### config.mk
export PLATFORM = sky130hd
export DESIGN_NAME = spi_master_sched
export DESIGN_NICKNAME = d
export VERILOG_FILES = /design/src/rtl/spi_master_sched.sv
export SDC_FILE = /design/constraint.sdc
export NUM_CORES = 1
export LEC_CHECK = 0
export CAP_MARGIN = 0
export CORE_MARGIN = 3
export CORE_UTILIZATION = 55
export CTS_CLUSTER_SIZE = 25
export DETAILED_ROUTE_END_ITERATION = 10
export PLACE_DENSITY = 0.86
export SYNTH_ARGS = -nofsm -noshare
export SYNTH_HDL_FRONTEND = slang
export SYNTH_SLANG_ARGS = --single-unit
### constraint.sdc
create_clock -name clk_in -period 3.88 [get_ports clk_in]
set_input_delay 0.776 -clock clk_in [delete_from_list [all_inputs] [get_ports clk_in]]
set_output_delay 0.776 -clock clk_in [all_outputs]
set_load 0.005 [all_outputs]
### src/rtl/spi_master_sched.sv
// -----------------------------------------------------------------------------
// spi_master_sched
//   SPI master with a built-in requester scheduler. NUM_REQ local requesters
//   compete for one SPI link. The winner's word is sent MSB-first on mosi
//   (SPI mode 0). sclk and the active-low chip select latch are generated from
//   clk_in, and miso is captured into rx_data. This block drives the existing
//   SIPO receiver: si <= mosi, clk <= sclk, latch_r <= latch,
//   trans_done <= frame_done.
//
//   Build option: define SPI_SCHED_FIXED_PRIO_EN to select fixed priority
//   (the lowest index always wins, no round-robin pointer). When it is not
//   defined (the default), arbitration is round-robin.
//
// Ports
//   clk_in      in   system clock
//   reset       in   synchronous, active-high reset
//   req         in   [NUM_REQ]         per-requester request level
//   tx_data     in   [NUM_REQ*DATA_W]  requester i word at [i*DATA_W +: DATA_W]
//   gnt         out  [NUM_REQ]         one-hot grant, held for the whole frame
//   done        out  [NUM_REQ]         1-cycle pulse to the owner at frame end
//   rx_data     out  [DATA_W]          last received word
//   busy        out  high from grant until the inter-frame gap ends
//   frame_done  out  1-cycle pulse, OR of done
//   sclk        out  SPI clock, idles low
//   latch       out  chip select, active low, idles high
//   mosi        out  serial data out
//   miso        in   serial data in
// -----------------------------------------------------------------------------
module spi_master_sched #(
    parameter int NUM_REQ = 2,
    parameter int DATA_W  = 8,
    parameter int CLK_DIV = 4,
    parameter int CS_GAP  = 2
) (
    input  logic                      clk_in,
    input  logic                      reset,
    input  logic [NUM_REQ-1:0]        req,
    input  logic [NUM_REQ*DATA_W-1:0] tx_data,
    output logic [NUM_REQ-1:0]        gnt,
    output logic [NUM_REQ-1:0]        done,
    output logic [DATA_W-1:0]         rx_data,
    output logic                      busy,
    output logic                      frame_done,
    output logic                      sclk,
    output logic                      latch,
    output logic                      mosi,
    input  logic                      miso
);

    localparam int DIV_W = $clog2(CLK_DIV);
    localparam int BIT_W = $clog2(DATA_W + 1);
    localparam int GAP_W = $clog2(CS_GAP + 1);
    localparam int PTR_W = $clog2(NUM_REQ);

    localparam logic [DIV_W-1:0] DIV_LAST = DIV_W'(CLK_DIV - 1);
    localparam logic [BIT_W-1:0] BIT_LAST = BIT_W'(DATA_W - 1);
    localparam logic [GAP_W-1:0] GAP_LAST = GAP_W'(CS_GAP - 1);
    localparam logic [GAP_W-1:0] GAP_END  = GAP_W'(CS_GAP);

    typedef enum logic [2:0] {
        ST_IDLE  = 3'd0,
        ST_SETUP = 3'd1,
        ST_SHIFT = 3'd2,
        ST_HOLD  = 3'd3,
        ST_GAP   = 3'd4
    } state_t;

    state_t              state_r,      state_s;
    logic [DIV_W-1:0]    div_cnt_r,    div_cnt_s;
    logic [BIT_W-1:0]    bit_cnt_r,    bit_cnt_s;
    logic [GAP_W-1:0]    gap_cnt_r,    gap_cnt_s;
    logic [DATA_W-1:0]   tx_sh_r,      tx_sh_s;   // MSB is mosi; zeros shift in
    logic [DATA_W-1:0]   rx_sh_r,      rx_sh_s;
    logic [NUM_REQ-1:0]  gnt_r,        gnt_s;
    logic [NUM_REQ-1:0]  done_r,       done_s;
    logic [DATA_W-1:0]   rx_data_r,    rx_data_s;
    logic                busy_r,       busy_s;
    logic                frame_done_r, frame_done_s;
    logic                sclk_r,       sclk_s;
    logic                latch_r,      latch_s;

    logic                win_found_s;
    logic [PTR_W-1:0]    win_idx_s;
    logic [DATA_W-1:0]   win_word_s;

`ifndef SPI_SCHED_FIXED_PRIO_EN
    logic [PTR_W-1:0]    rr_ptr_r,     rr_ptr_s;
`endif

    // Arbiter: pick this cycle's winner among the active requests.
    always_comb begin
        logic [PTR_W-1:0] cand_v;
        cand_v      = '0;
        win_found_s = 1'b0;
        win_idx_s   = '0;
`ifdef SPI_SCHED_FIXED_PRIO_EN
        // Scan high to low so the lowest active index is the last to overwrite.
        for (int i = NUM_REQ - 1; i >= 0; i--) begin
            cand_v      = PTR_W'(i);
            win_idx_s   = req[cand_v] ? cand_v : win_idx_s;
            win_found_s = req[cand_v] ? 1'b1   : win_found_s;
        end
`else
        // Scan offsets far to near from the pointer; the nearest offset after
        // the last winner overwrites last, which gives the round-robin order.
        for (int o = NUM_REQ; o >= 1; o--) begin
            cand_v      = PTR_W'((int'(rr_ptr_r) + o) % NUM_REQ);
            win_idx_s   = req[cand_v] ? cand_v : win_idx_s;
            win_found_s = req[cand_v] ? 1'b1   : win_found_s;
        end
`endif
        win_word_s = tx_data[int'(win_idx_s) * DATA_W +: DATA_W];
    end

    // Frame sequencer: next state and next values of all registered outputs.
    always_comb begin
        state_s      = state_r;
        div_cnt_s    = div_cnt_r;
        bit_cnt_s    = bit_cnt_r;
        gap_cnt_s    = gap_cnt_r;
        tx_sh_s      = tx_sh_r;
        rx_sh_s      = rx_sh_r;
        gnt_s        = gnt_r;
        done_s       = '0;
        rx_data_s    = rx_data_r;
        busy_s       = busy_r;
        frame_done_s = 1'b0;
        sclk_s       = sclk_r;
        latch_s      = latch_r;
`ifndef SPI_SCHED_FIXED_PRIO_EN
        rr_ptr_s     = rr_ptr_r;
`endif
        case (state_r)
            ST_IDLE: begin
                if (win_found_s) begin
                    state_s   = ST_SETUP;
                    gnt_s     = NUM_REQ'(1) << win_idx_s;
                    busy_s    = 1'b1;
                    latch_s   = 1'b0;
                    tx_sh_s   = win_word_s;
                    rx_sh_s   = '0;
                    div_cnt_s = '0;
                    bit_cnt_s = '0;
`ifndef SPI_SCHED_FIXED_PRIO_EN
                    rr_ptr_s  = win_idx_s;
`endif
                end else begin
                    state_s = ST_IDLE;
                end
            end
            // First low half-period; ends with the first rising sclk edge.
            ST_SETUP: begin
                if (div_cnt_r == DIV_LAST) begin
                    div_cnt_s = '0;
                    sclk_s    = 1'b1;
                    rx_sh_s   = {rx_sh_r[DATA_W-2:0], miso};
                    state_s   = ST_SHIFT;
                end else begin
                    div_cnt_s = div_cnt_r + DIV_W'(1);
                end
            end
            ST_SHIFT: begin
                if (div_cnt_r == DIV_LAST) begin
                    div_cnt_s = '0;
                    if (sclk_r) begin
                        // Falling edge: advance mosi. After the last bit the
                        // register holds only shifted-in zeros, so mosi is 0.
                        sclk_s    = 1'b0;
                        tx_sh_s   = {tx_sh_r[DATA_W-2:0], 1'b0};
                        bit_cnt_s = bit_cnt_r + BIT_W'(1);
                        if (bit_cnt_r == BIT_LAST) begin
                            state_s = ST_HOLD;
                        end else begin
                            state_s = ST_SHIFT;
                        end
                    end else begin
                        sclk_s  = 1'b1;
                        rx_sh_s = {rx_sh_r[DATA_W-2:0], miso};
                    end
                end else begin
                    div_cnt_s = div_cnt_r + DIV_W'(1);
                end
            end
            // Chip select stays low one more half-period after the last fall.
            ST_HOLD: begin
                if (div_cnt_r == DIV_LAST) begin
                    div_cnt_s    = '0;
                    latch_s      = 1'b1;
                    rx_data_s    = rx_sh_r;
                    done_s       = gnt_r;
                    frame_done_s = 1'b1;
                    gnt_s        = '0;
                    gap_cnt_s    = '0;
                    state_s      = ST_GAP;
                end else begin
                    div_cnt_s = div_cnt_r + DIV_W'(1);
                end
            end
            // busy stays high for CS_GAP cycles, then one idle-settle cycle.
            ST_GAP: begin
                if (gap_cnt_r == GAP_END) begin
                    state_s = ST_IDLE;
                end else begin
                    gap_cnt_s = gap_cnt_r + GAP_W'(1);
                    if (gap_cnt_r == GAP_LAST) begin
                        busy_s = 1'b0;
                    end else begin
                        busy_s = busy_r;
                    end
                end
            end
            default: begin
                state_s = ST_IDLE;
            end
        endcase
    end

    // State and output registers with synchronous reset.
    always_ff @(posedge clk_in) begin
        if (reset) begin
            state_r      <= ST_IDLE;
            div_cnt_r    <= '0;
            bit_cnt_r    <= '0;
            gap_cnt_r    <= '0;
            tx_sh_r      <= '0;
            rx_sh_r      <= '0;
            gnt_r        <= '0;
            done_r       <= '0;
            rx_data_r    <= '0;
            busy_r       <= 1'b0;
            frame_done_r <= 1'b0;
            sclk_r       <= 1'b0;
            latch_r      <= 1'b1;
`ifndef SPI_SCHED_FIXED_PRIO_EN
            rr_ptr_r     <= PTR_W'(NUM_REQ - 1);
`endif
        end else begin
            state_r      <= state_s;
            div_cnt_r    <= div_cnt_s;
            bit_cnt_r    <= bit_cnt_s;
            gap_cnt_r    <= gap_cnt_s;
            tx_sh_r      <= tx_sh_s;
            rx_sh_r      <= rx_sh_s;
            gnt_r        <= gnt_s;
            done_r       <= done_s;
            rx_data_r    <= rx_data_s;
            busy_r       <= busy_s;
            frame_done_r <= frame_done_s;
            sclk_r       <= sclk_s;
            latch_r      <= latch_s;
`ifndef SPI_SCHED_FIXED_PRIO_EN
            rr_ptr_r     <= rr_ptr_s;
`endif
        end
    end

    assign gnt        = gnt_r;
    assign done       = done_r;
    assign rx_data    = rx_data_r;
    assign busy       = busy_r;
    assign frame_done = frame_done_r;
    assign sclk       = sclk_r;
    assign latch      = latch_r;
    assign mosi       = tx_sh_r[DATA_W-1];

endmodule

==> results.json, run 1 <==
{
  "io_buffer_count": 37,
  "cts_setup_buffers": 0,
  "ant_nets": 0,
  "final_cell_mix": "dfxtp_1 (44), clkdlybuf4s50_1 (37), nand2_1 (20), nor2_1 (18), a21oi_1 (17)",
  "arrival_ns": 2.63,
  "fin_crit_ns": 2.40,
  "seqPwrFrac_pct": 42.8,
  "cts-root-buf": "clkbuf_4",
  "htreeDepth": 2,
  "p_int_mw": 0.890,
  "die_x_um": 66.4,
  "vias_per_cell": 5.61,
  "p_clk_share_pct": 21.2,
  "tightest_slew_ns": 0.755,
  "ys_seq_area_share_pct": 44.0,
  "p_leak_nw": 0.917,
  "io_pins": 38,
  "clock-sinks": 44,
  "ys.flop_type": "dfxtp_1",
  "max_freq_mhz": 416,
  "synthesis.instances": 218,
  "synth_area_per_cell_um2": 9.19,
  "dp_hpwl_um": 2910,
  "drc": 0,
  "rsz0062_at_grt": "no",
  "clock_skew_ns": 0.00514,
  "hold_viol": 0,
  "pwr_density_cell_nw_per_um2": 558,
  "clkTransAtPathRegs_ns": 0.13,
  "swShare_pct": 35.5,
  "antennaDiodeCount": 0,
  "cp_max_fo": 20,
  "relSlewSlack_pct": 49.5,
  "ir_drop_mv": 0.484,
  "wl_per_cell_um": 13.7,
  "globalplace.congestion": 0.852,
  "fp.dieArea_um2": 4400,
  "core_area_um2": 3420,
  "vias": 1676,
  "grt_pass1_vias": 1468,
  "track_usage_pct": 19.6,
  "clk_latency_ns": 0.36,
  "post-route-period-util_pct": 61.9,
  "post-route-util_pct": 72.3,
  "comb_power_share_pct": 36.0,
  "first_iter_violations": 95,
  "clockBufferDepth": 2,
  "status": "completed",
  "async_flop_share_pct": 0,
  "cts_tree": "done",
  "firstDrtPassIters": 4,
  "hp-class": "flip-flop to flip-flop",
  "grt_overflow_total": 0,
  "nets": 278,
  "synth_nets": 244,
  "cap_viol_max_count": 0,
  "criticalPathCategory": "input pin to flip-flop",
  "antenna_found_initial": 0,
  "drive_gt1_share_pct": 7.51,
  "mostFrequentLayoutCell": "dfxtp_1",
  "rows": 21,
  "ys_ff_latch": 44,
  "finalMaxSlewViolations": 0,
  "start_util_pct": 58.6,
  "yosysWarnings": 0,
  "synth_area_um2": 2000,
  "cts_resized": 0,
  "setup_tns_ns": 0,
  "start_kind": "input pin",
  "numCtsBuffers": 5,
  "cts_hold_buffers": 0,
  "grt_pass1_wl_um": 6650,
  "grt_max_degree": 22,
  "synth_edf_count": 0,
  "p_switching_mw": 0.490,
  "cp.required_ns": 4.10,
  "finalSetupViolCount": 0,
  "synth.distinct_cells": 47,
  "wirelength_um": 4110,
  "end_kind": "flip-flop",
  "die_h_um": 66.4,
  "area.growth.synth_to_final_pct": 23.4
}
## power by group through the flow
stage	clock, mW	combinational (mW)	sequential [mW]
4_1_cts	0.299	0.498	0.589
6_report	0.292	0.497	0.591
3_5_place_dp	0	0.494	0.599
5_1_grt	0.311	0.550	0.601
3_3_place_gp	0	0.480	0.597
2_1_floorplan	0	0.404	0.566
## path summary, 6_finish.rpt
check / cells after the start / end / from / slack (ns)
setup / recovery: 5 / rx_sh_r[0] / reset / 1.48
hold / removal: 2 / latch / latch / 0.47
setup reg to reg: 4 / rx_sh_r[0] / state_r[0] / 1.88
hold reg to reg: 2 / latch / latch / 0.47
## registers in the layout, indices dropped and copies added (netlist names), 2 cells and up
signal,flops
rx_data,8
rx_sh_r,8
tx_sh_r,8
bit_cnt_r,4
state_r,3
div_cnt_r,2
done,2
gap_cnt_r,2
gnt,2
## layout make-up
class / count / area, µm²
Multi-Input combinational cell: 148 / 1010
Fill cell: 276 / 945
Sequential cell: 44 / 881
Timing Repair Buffer: 40 / 393
Tap cell: 46 / 57.6
Inverter: 13 / 48.8
Clock inverter: 3 / 47.5
Clock buffer: 5 / 37.5
## through the flow
stage | setup WS (ns) | power [mW] | instances | hold WS (ns) | instance area, µm²
6_report | 1.48 | 1.38 | 299 | 0.466 | 2470
5_1_grt | 1.32 | 1.46 | 299 | 0.492 | 2470
4_1_cts | 1.51 | 1.39 | 299 | 0.469 | 2470
3_5_place_dp | 1.11 | 1.09 | 291 | 0.447 | 2390
3_3_place_gp | 1.23 | 1.08 | 291 | 0.434 | 2390
2_1_floorplan | 1.98 | 0.970 | 218 | 0.432 | 2000
## worst max-delay path: stages
cell	delay [ns]
clkdlybuf4s50_1	0.89
buf_4	0.37
nor3_1	0.08
o21ai_1	0.32
o32ai_1	0.18
## cells in the mapped netlist (all sizes together) (6+ instances only)
master  instances  area share, %
a22o            8            3.5
inv            13            2.4
nand2          20            3.7
nand3           6            1.5
mux2i           9            4.5
a21oi          17            4.2
o32ai           9            3.9
dfxtp          44             44
buf             8            2.4
a211o           7            3.1
nor2           18            3.4
## layer usage
metal  up-vias  global-route usage [%]  wire [µm]
met2        33                    32.1       1980
met5         -                       0          0
met1       781                    24.9       1910
met3         5                    4.76        172
li1        857                       -          -
met4         0                    6.85         51
## kinds of logic after synthesis
family                     after synthesis  share of synthesized area (%)
DFF                                     44                           44.0
xor gates and xnor gates                 1                          0.437
adders and majority gates                5                           3.12
AOI/OAI and AO/OA                       61                           22.7
buffers and inverters                   26                           5.81
and+or+nand+nor                         72                           19.5
muxes                                    9                           4.50
Note: power is estimated with default switching activity, not from simulation.
==> run 2, diff against run 1 <==
--- a/config.mk
+++ b/config.mk
@@ -7,10 +7,10 @@
 export LEC_CHECK = 0
 export CAP_MARGIN = 0
 export CORE_MARGIN = 3
-export CORE_UTILIZATION = 55
+export CORE_UTILIZATION = 46
 export CTS_CLUSTER_SIZE = 25
 export DETAILED_ROUTE_END_ITERATION = 10
-export PLACE_DENSITY = 0.86
+export PLACE_DENSITY = 0.77
 export SYNTH_ARGS = -nofsm -noshare
 export SYNTH_HDL_FRONTEND = slang
 export SYNTH_SLANG_ARGS = --single-unit
==> constraint.sdc (replaced) <==
create_clock -name clk_in -period 1.9 [get_ports clk_in]
set_input_delay 0.38 -clock clk_in [delete_from_list [all_inputs] [get_ports clk_in]]
set_output_delay 0.38 -clock clk_in [all_outputs]
set_load 0.005 [all_outputs]
==> run 2 against run 1 <==
  * Critical path depth down 1
  * Flip-flop and latch count unchanged
  * Setup slack worse by 1.4 ns
  * Combinational power up 130%
  * First-iteration DRC count up 12%
  * Clock skew up 0.0030 ns
  * Core utilization down 7.6 points
  * Register-to-register slack worse by 1.8 ns
  * Via count up 4.1%
  * Total power up 120%
  * Largest cell class unchanged
  * Highest routed layer unchanged
==> results.json, run 2 (same netlist as run 1, synthesis figures left out) <==
{
  "status": "completed",
  "fin_crit_ns": 1.78,
  "rsz0062_at_grt": "no",
  "pwr_density_cell_nw_per_um2": 1160,
  "slowest_stage": "dfxtp_1",
  "max_freq_mhz": 561,
  "worst_slack_ns": 0.117,
  "antennaDiodeCount": 0,
  "finalSetupViolCount": 0,
  "criticalPathCategory": "flip-flop to flip-flop",
  "firstDrtPassIters": 4,
  "place_worst_setup_slack_ns": -0.118,
  "antenna_found_initial": 0,
  "clk_latency_ns": 0.30,
  "rows": 23,
  "io_pins": 38,
  "cp.depth": 4,
  "reg2reg_from": "state_r[2]",
  "track_usage_pct": 17.5,
  "finalMaxSlewViolations": 0,
  "cts-root-buf": "clkbuf_8",
  "grt_overflow_total": 0,
  "hold_viol": 0,
  "hp-class": "flip-flop to flip-flop",
  "grt_max_degree": 19,
  "critPathMaxStageDelay_ns": 0.55,
  "htreeDepth": 2,
  "grt_pass1_wl_um": 7310,
  "core_area_um2": 4090,
  "vias": 1744,
  "vias_per_cell": 5.45,
  "relSlewSlack_pct": 75.0,
  "dp_hpwl_um": 3060,
  "io_buffer_count": 37,
  "cts_hold_buffers": 0,
  "worst-path-buf-inv": 0,
  "mostFrequentLayoutCell": "dfxtp_1",
  "clock_skew_ns": 0.00809,
  "post-route-period-util_pct": 93.9,
  "cts_tree": "done",
  "tightest_slew_ns": 0.375,
  "start_kind": "flip-flop",
  "p_leak_nw": 1.01,
  "grt_pass1_vias": 1652,
  "wirelength_um": 4190,
  "first_iter_violations": 106,
  "ff2ff_path_depth": 4,
  "globalplace.congestion": 0.847,
  "clock-sinks": 44,
  "r2r_end": "state_r[1]",
  "ant_nets": 0,
  "ir_drop_mv": 0.666,
  "crit_chain": "nor2b_1 > a31o_2 > or4_4 > a211oi_2",
  "final_cell_mix": "dfxtp_1 (42), clkdlybuf4s50_1 (37), nand2_1 (20), buf_4 (20), nor2_1 (18)",
  "cp_top_family": "simple AND/OR/NAND/NOR gates",
  "crit_path_end": "state_r[1]",
  "end_kind": "flip-flop",
  "fp.dieArea_um2": 5180,
  "numCtsBuffers": 5,
  "clockBufferDepth": 2,
  "wl_per_cell_um": 13.1,
  "drive_gt1_share_pct": 14.8,
  "crit_path_start": "state_r[2]",
  "cap_viol_max_count": 0,
  "die_h_um": 72.0,
  "ff2ff_setup_slack_ns": 0.12,
  "cp_max_fo": 11,
  "area.growth.synth_to_final_pct": 32.0,
  "p_total_mw": 3.08,
  "place_inst": 312,
  "drc": 0,
  "nets": 295,
  "arrival_ns": 2.00,
  "die_x_um": 72.0,
  "start_util_pct": 49.0,
  "cp.required_ns": 2.12,
  "clkTransAtPathRegs_ns": 0.09,
  "final_cells": 320
}
[run 2: worst min path at each step]
stage,slack [ns],end,depth (start not counted),startpoint
floorplan,0.43,tx_sh_r[1],2,tx_sh_r[1]
global placement,0.43,latch,2,latch
detailed placement,0.44,latch,2,latch
CTS,0.45,latch,2,latch
global route,0.48,busy,2,busy
finish,0.45,latch,2,latch
[run 2: timing repair]
item | CTS | global route
gates resized for setup | 0 | 4
setup endpoints to repair | 0 | 12
setup buffers | 0 | 0
[run 2: per-stage QoR]
stage | TNS [ns] | instance area (µm²) | hold slack (ns) | utilization (%)
global placement | -0.375 | 2520 | 0.434 | 61.6
detailed placement | -0.963 | 2520 | 0.440 | 61.6
global route | 0 | 2640 | 0.478 | 64.7
CTS | 0 | 2640 | 0.452 | 64.5
floorplan | 0 | 2000 | 0.432 | -
finish | 0 | 2640 | 0.446 | 64.7
[run 2: layout make-up]
| type | count | area, µm² |
|---|---|---|
| multi-input combinational | 148 | 1010 |
| tap | 50 | 62.6 |
| timing repair buffer | 57 | 520 |
| inverter | 13 | 48.8 |
| clock inverter | 3 | 47.5 |
| sequential | 44 | 883 |
| fill | 357 | 1440 |
| clock buffer | 5 | 68.8 |
[run 2: layer usage]
layer | vias to the layer above | share of wire, % | GRT usage (%)
met4 | 0 | 1.2 | 8.35
met2 | 29 | 47 | 26.8
met1 | 824 | 48 | 23.8
met3 | 6 | 3.5 | 3.32
li1 | 885 | - | -
met5 | - | 0 | 0
[run 2: power by group]
group / switching, mW / internal [mW] / total, mW / leakage (nW)
registers: 0.138 / 1.06 / 1.20 / 0.359
logic: 0.573 / 0.575 / 1.15 / 0.596
clock network: 0.332 / 0.396 / 0.728 / 0.0583
total: 1.04 / 2.03 / 3.08 / 1.01
[run 2: worst min-delay path, stage by stage (launching register included)]
cell	delay [ns]
dfxtp_1	0.32
nand2_1	0.05
nand2_1	0.04
==> run 3, diff against run 2 <==
--- a/config.mk
+++ b/config.mk
@@ -5,10 +5,10 @@
 export SDC_FILE = /design/constraint.sdc
 export NUM_CORES = 1
 export LEC_CHECK = 0
-export CAP_MARGIN = 0
+export CAP_MARGIN = 10
 export CORE_MARGIN = 3
 export CORE_UTILIZATION = 46
-export CTS_CLUSTER_SIZE = 25
+export CTS_CLUSTER_SIZE = 14
 export DETAILED_ROUTE_END_ITERATION = 10
 export PLACE_DENSITY = 0.77
 export SYNTH_ARGS = -nofsm -noshare
==> results of run 3 <==
Final layout, timing and power as in run 2 (identical DEF).
